File: src/rtl/dec_4x16_bist_ctrl.sv
// ---------------------------------------------------------------------------
// dec_4x16_bist_ctrl
//
// Built-in self-test sequencer for a 4x16 decoder. A start request sweeps the
// 16 input codes onto the decoder inputs. Each code is held for SETTLE_CYC
// cycles plus one check cycle. The decoder output is then compared against
// the expected one-hot (or one-cold) word, and the failing codes are recorded.
//
// Parameters
//   SETTLE_CYC  cycles each code is held before the output is sampled (1..15)
//   ACTIVE_LOW  0: expected word is one-hot high, 1: one-cold (inverted)
//
// Ports
//   clk              rising-edge clock
//   rst_n            asynchronous active-low reset
//   start            sweep request, honoured only in IDLE or DONE
//   D_in[15:0]       decoder output under test
//   X, Y, Z, W       decoder inputs, code = {X,Y,Z,W} with X as MSB
//   busy             high while sweeping (SETTLE and CHECK)
//   done             high while results are held in DONE
//   pass             high in DONE when no code failed
//   fail_map[15:0]   bit i set when code i mismatched
//   fail_count[4:0]  number of failing codes, 0..16
//   first_fail_code  lowest failing code, 0 when none failed
// ---------------------------------------------------------------------------
module dec_4x16_bist_ctrl #(
    parameter int unsigned SETTLE_CYC = 2,
    parameter bit          ACTIVE_LOW = 1'b0
) (
    input  logic        clk,
    input  logic        rst_n,
    input  logic        start,
    input  logic [15:0] D_in,
    output logic        X,
    output logic        Y,
    output logic        Z,
    output logic        W,
    output logic        busy,
    output logic        done,
    output logic        pass,
    output logic [15:0] fail_map,
    output logic [4:0]  fail_count,
    output logic [3:0]  first_fail_code
);

    typedef enum logic [1:0] {
        S_IDLE,
        S_SETTLE,
        S_CHECK,
        S_DONE
    } state_t;

    // The settle counter counts down to zero, so it is loaded with one less
    // than the number of settle cycles wanted.
    localparam logic [3:0] SETTLE_RELOAD = 4'(SETTLE_CYC - 1);

    state_t      state_q, state_d;
    logic [3:0]  code_q, code_d;
    logic [3:0]  cnt_q, cnt_d;
    logic [15:0] fail_map_q, fail_map_d;
    logic [4:0]  fail_count_q, fail_count_d;
    logic [3:0]  first_fail_q, first_fail_d;

    logic [15:0] one_hot;
    logic [15:0] expected;
    logic        mismatch;

    assign one_hot  = 16'h1 << code_q;
    assign expected = ACTIVE_LOW ? ~one_hot : one_hot;
    // Any number of wrong bits in one word counts as a single failing code.
    assign mismatch = |(D_in ^ expected);

    // NOTE: every variable gets its hold value before the case statement, so
    // no path through this block can leave a signal unassigned and infer a latch.
    always_comb begin
        state_d      = state_q;
        code_d       = code_q;
        cnt_d        = cnt_q;
        fail_map_d   = fail_map_q;
        fail_count_d = fail_count_q;
        first_fail_d = first_fail_q;

        case (state_q)
            S_IDLE, S_DONE: begin
                if (start) begin
                    state_d      = S_SETTLE;
                    code_d       = 4'd0;
                    cnt_d        = SETTLE_RELOAD;
                    fail_map_d   = 16'h0000;
                    fail_count_d = 5'd0;
                    first_fail_d = 4'd0;
                end
            end
            S_SETTLE: begin
                if (cnt_q == 4'd0) begin
                    state_d = S_CHECK;
                end else begin
                    cnt_d = cnt_q - 4'd1;
                end
            end
            S_CHECK: begin
                if (mismatch) begin
                    fail_map_d[code_q] = 1'b1;
                    fail_count_d       = fail_count_q + 5'd1;
                    // The sweep runs upward, so the first failure seen is the lowest code.
                    if (fail_count_q == 5'd0) begin
                        first_fail_d = code_q;
                    end
                end
                if (code_q == 4'd15) begin
                    state_d = S_DONE;
                    code_d  = 4'd0;
                end else begin
                    state_d = S_SETTLE;
                    code_d  = code_q + 4'd1;
                    cnt_d   = SETTLE_RELOAD;
                end
            end
            default: begin
                state_d = S_IDLE;
            end
        endcase
    end

    // NOTE: sequential state uses non-blocking assignments so every register
    // samples the pre-edge values, independent of statement order.
    always_ff @(posedge clk or negedge rst_n) begin
        if (!rst_n) begin
            state_q      <= S_IDLE;
            code_q       <= 4'd0;
            cnt_q        <= 4'd0;
            fail_map_q   <= 16'h0000;
            fail_count_q <= 5'd0;
            first_fail_q <= 4'd0;
        end else begin
            state_q      <= state_d;
            code_q       <= code_d;
            cnt_q        <= cnt_d;
            fail_map_q   <= fail_map_d;
            fail_count_q <= fail_count_d;
            first_fail_q <= first_fail_d;
        end
    end

    assign {X, Y, Z, W}    = code_q;
    assign busy            = (state_q == S_SETTLE) || (state_q == S_CHECK);
    assign done            = (state_q == S_DONE);
    assign pass            = (state_q == S_DONE) && (fail_count_q == 5'd0);
    assign fail_map        = fail_map_q;
    assign fail_count      = fail_count_q;
    assign first_fail_code = first_fail_q;

endmodule

File: config.mk
export PLATFORM = sky130hd
export DESIGN_NAME = dec_4x16_bist_ctrl
export DESIGN_NICKNAME = d
export VERILOG_FILES = /design/src/rtl/dec_4x16_bist_ctrl.sv
export SDC_FILE = /design/constraint.sdc
export NUM_CORES = 1
export LEC_CHECK = 0
export CORE_UTILIZATION = 50
export DETAILED_ROUTE_END_ITERATION = 12
export GPL_TIMING_DRIVEN = 0
export PLACE_DENSITY = 0.79
export SETUP_SLACK_MARGIN = 0.1
export SLEW_MARGIN = 20
export SYNTH_ARGS = -nofsm -noshare
export SYNTH_HDL_FRONTEND = slang
export SYNTH_SLANG_ARGS = --single-unit
File: constraint.sdc
create_clock -name clk -period 2.8 [get_ports clk]
set_input_delay 0.56 -clock clk [delete_from_list [all_inputs] [get_ports clk]]
set_output_delay 0.56 -clock clk [all_outputs]
set_load 0.03 [all_outputs]
After elaboration in Yosys (flattened, before gate mapping)
Cells that the tools add are included.

Logic and storage cells: 60. Input bits: 19. Bits in registers: 35.

Mux-type cells: 22. Equal/unequal tests: 10. Shifts and indexed selects: 1. Add/subtract/negate cells: 3. Magnitude comparators: 2. Reductions and logical operators: 14. Bitwise gates (word level): 2.

Operator list (count): $mux W16 (2); $pmux W16 S2 (1); $mux W4 (7); $or A16 B16 Y16 (1); $pmux W4 S2 (2); $reduce_or A16 Y1 (1); $shl A1 B4 Y16 const A (1); $xor A16 B16 Y16 (1); $ne A2 B2 Y1 const B (6); $pmux W4 S3 (1); $mux W5 (2); $pmux W5 S2 (1); $mux W2 (3); $pmux W2 S3 (1); $reduce_and A3 Y1 (2); $add A5 B1 Y5 const B (1); $logic_not A5 Y1 (1); $lt A4 B5 Y1 const B (1); $add A4 B1 Y4 const B (1); $demux W1 S4 (1); $eq A2 B2 Y1 const B (2); $eq A4 B4 Y1 const B (1); $ge A4 B1 Y1 const B (1); $logic_not A4 Y1 (1); other kinds (10) (12).

Logic depth before layout (Yosys ltp)
Depth in word-level cells: 7. Depth in mapped cells: 11. Gate-level depth less buffers: 9.

Worst setup path after synthesis
OpenSTA, ideal clock, no wires.

Kind: reg2reg. From: register code_q[0]. To: register fail_count_q[2] (netlist: fail_count[2]). Data required time: 2.675 ns. Setup slack: 0.299 ns. Cell stages (with the launch flop): 10. Period minus slack after synthesis: 2.501 ns. Setup time: 0.125 ns. Path buffers: 1. Arrival time: 2.376 ns. Cell sequence: dfrtp_1 -> ha_1 -> ha_1 -> nor3_1 -> a311o_1 -> and4b_1 -> a21oi_2 -> buf_6 -> mux2i_1 -> o21ai_1.

Word-level cells in the longest chain between the ends: 5.

RTL lines: start: declaration (RTL line 58) `logic [3:0] code_q, code_d;`; start signal: assignment (RTL line 137) `code_q <= code_d;`; $shl A1 B4 Y16 (RTL line 68) `assign one_hot = 16'h1 << code_q;`; $xor A16 B16 Y16 (RTL line 71) `assign mismatch = |(D_in ^ expected);`; $reduce_or A16 Y1 (RTL line 71); $ne A2 B2 Y1 (no line); $reduce_and A3 Y1 (no line); end signal: assignment (RTL line 140) `fail_count_q <= fail_count_d;`; end: declaration (RTL line 61) `logic [4:0] fail_count_q, fail_count_d;`.

No other way between the ends. A chain may end at the register's enable or synchronous reset.

Final worst setup path
From: register code_q[1]. To: register fail_count_q[3] (netlist: fail_count[3]).

The elaborated chain is that of the path after synthesis.

==> metrics.txt <==
min Tclk post-route=2.58 ns; PD cells=727 nW/µm²; syn_area_per_cell=8.98 µm²; YS warnings=0; pins over their slew limit=0; Worst VDD drop=0.501 mV; routed wl met3=316 µm; Total Nets Final=337; Die Span Y=68.3 µm; fraction of layout cells with a size suffix above 1=0.102; initial core utilization=0.535; met2 wire length=2.63 mm; Root Buffer=clkbuf_8; share of flip-flops with an asynchronous set or reset=1.00; flops & latches, synth=35; Syn Nets=278; die width=68.3 µm; final setup skew=0.00393 ns; Post-synth top flop=dfrtp_1; Tot GR Track Use=0.265; Area growth syn-to-layout=32.4%; fin worst setup slack=0.225 ns; final wirelength=5.63 mm; post-DP HPWL=4.17 mm; commonest non-fill, non-tap cell in the layout=clkdlybuf4s50_1; initial detailed-routing violation count=132; Relative slew margins=0.565; commonest non-fill, non-tap cells in the layout=clkdlybuf4s50_1 (49), dfrtp_1 (33), nor2_1 (27); Leak=0.00128 µW; Fin. Hold Viols=0; CTS max path bufs=2; number of global-route vias before repair=1909; CTS tree=built; htree depth=2; Max FO, Critical Path=9; Worst-Margin Slew=0.635 ns; Final Cycle Share=0.920; synthesized cell area=2200 µm²; CTS clk-pin slew, worst paths=0.07 ns; num ports=51; Max-cap violations=0; critical path class=reg2reg; wire length of the first global-routing pass=9.16 mm; Post-synth EDFFs=0; Die ar.=4670 µm²; fillcell total=332; Final setup viols=0; total core area=4120 µm²; CP arrival=2.78 ns; power consumption=2120 µW; combinational family with the most area after synthesis=simple AND/OR/NAND/NOR gates; Hold WC Path Type=in2async; adder-cell share of the synthesized area=0.0796; Vias=2071; Initial DRT Pass Iterations=4; Vias/cell=5.83; Yosys cell types=48; status=complete, no violations; GR Overflow Total=0; Synth Area in XOR/XNOR=0; CTS Buf Count=5; clk_lat worst skew=0.29 ns; cell count after synthesis=245; WL/cell=15.9 µm; pin count of the biggest net entering global routing=28; Util after Layout=0.708; Crit. End Element=flop; fmax=0.388 GHz; Antenna Cells=0; M1 WL=2.62 mm; DRT antenna net count=0; initial antenna violation count=0; worst path required time=3.01 ns; clk sinks=35; Cell Rows=23; Post-Synth Simple-Gate Area=0.218; Placer Congestion=0.892; Post-Place Worst Slack=0.0422 ns; port bufs=50; startpoint type of the worst setup path=flop; Final Hold Slack=0.118 ns; unrepaired setup endpoints after global routing=false; sequential share of the synthesized area=0.398; post-synthesis compound-gate area fraction=0.216; drc violations=0; top layer in use=met4; post-synthesis mux area share=0.0228
[final cells by class]
type	count	area, µm²	share of cell area
Buffer	12	78.8	0.0271
Inverter	18	67.6	0.0232
Tap cell	50	62.6	0.0215
Clock buffer	5	68.8	0.0236
Timing Repair Buffer	52	523	0.180
Clock inverter	3	20.0	0.00688
Multi-Input combinational cell	180	1210	0.416
Sequential cell	35	878	0.302
[where the power goes]
part,internal [µW],switching [µW]
combinational,424,671
clock,173,191
sequential,581,77.3
total,1180,939
[flip-flops by register name (all words and copies together) (netlist names)]
register and count:
fail_count 5, code_q 4, state_q 2, fail_map 16, cnt_q 4, first_fail_code 4
[cell usage after synthesis, types with 2 or more instances]
cell type | instances | area share
or3_1 | 2 | 0.0057
mux2i_1 | 5 | 0.023
and3_1 | 2 | 0.0057
clkbuf_1 | 3 | 0.0051
nand2b_1 | 4 | 0.011
o22ai_1 | 2 | 0.0057
and4b_1 | 2 | 0.0091
nor3b_1 | 2 | 0.0068
buf_6 | 2 | 0.010
o21ai_1 | 10 | 0.023
o32ai_1 | 3 | 0.012
nor2b_1 | 6 | 0.017
o21ai_0 | 16 | 0.036
ha_1 | 14 | 0.080
buf_2 | 4 | 0.0091
nand2_1 | 15 | 0.026
a31oi_1 | 20 | 0.057
dfrtp_1 | 35 | 0.40
a21o_1 | 3 | 0.010
buf_4 | 3 | 0.010
a21oi_1 | 7 | 0.016
nor4b_1 | 2 | 0.0080
o311ai_1 | 2 | 0.0080
and3b_1 | 3 | 0.012
o211ai_1 | 2 | 0.0068
nor2_1 | 27 | 0.046
nor3_1 | 4 | 0.0091
inv_1 | 18 | 0.031
and2_1 | 2 | 0.0057
nand4b_1 | 5 | 0.020
nand3_1 | 3 | 0.0068
[metrics by stage]
stage	std cells	instance area [µm²]	setup TNS, ns
after global routing	355	2910	0
final	355	2910	0
after detailed placement	346	2780	0
after floorplan	245	2200	0
after CTS	355	2890	0
after global placement	345	2760	-0.442
[logic make-up (layout without fill, tap and decap cells)]
group	count (synthesis)	in the layout
AOI/OAI and AO/OA	75	75
adders and majority gates	14	14
buffers and inverters	30	90
DFF	35	35
muxes	5	5
and+or+nand+nor	86	86
[path summary, 6_finish.rpt]
check	slack, ns	end	cells past startpoint	startpoint
worst min-delay path	0.12	first_fail_code[2]$_DFFE_PN0P_	1	rst_n
worst max register to register	0.22	fail_count[3]$_DFFE_PN0P_	10	code_q[1]$_DFFE_PN0P_
worst max-delay path	0.22	fail_count[3]$_DFFE_PN0P_	10	code_q[1]$_DFFE_PN0P_
worst min register to register	0.50	fail_map[8]$_DFFE_PN0P_	2	fail_map[8]$_DFFE_PN0P_
min in group clk	0.50	fail_map[8]$_DFFE_PN0P_	2	fail_map[8]$_DFFE_PN0P_
max in group asynchronous	2.26	code_q[1]$_DFFE_PN0P_	2	rst_n
[per-layer routing]
layer / vias up / global-route usage
met5: - / 0
met4: 0 / 0.0599
met3: 8 / 0.0383
met2: 67 / 0.420
met1: 987 / 0.379
li1: 1009 / -
[critical path, cell delays in order (launching register included)]
cell and delay [ns]:
dfrtp_2 0.45, inv_1 0.09, ha_1 0.19, buf_2 0.17, and3b_1 0.22, o31a_1 0.28
o21ai_1 0.19, nand4_1 0.17, nor3_4 0.45, o21ai_0 0.16, o211ai_1 0.12
[timing repair]
item / CTS / global route
setup endpoints to repair: 2 / 22
hold buffers: 0 / 0
setup buffers: 1 / 0
resized for setup: 2 / 5
pin swaps: 0 / 1
No activity file was read; power rests on OpenSTA's default activity.
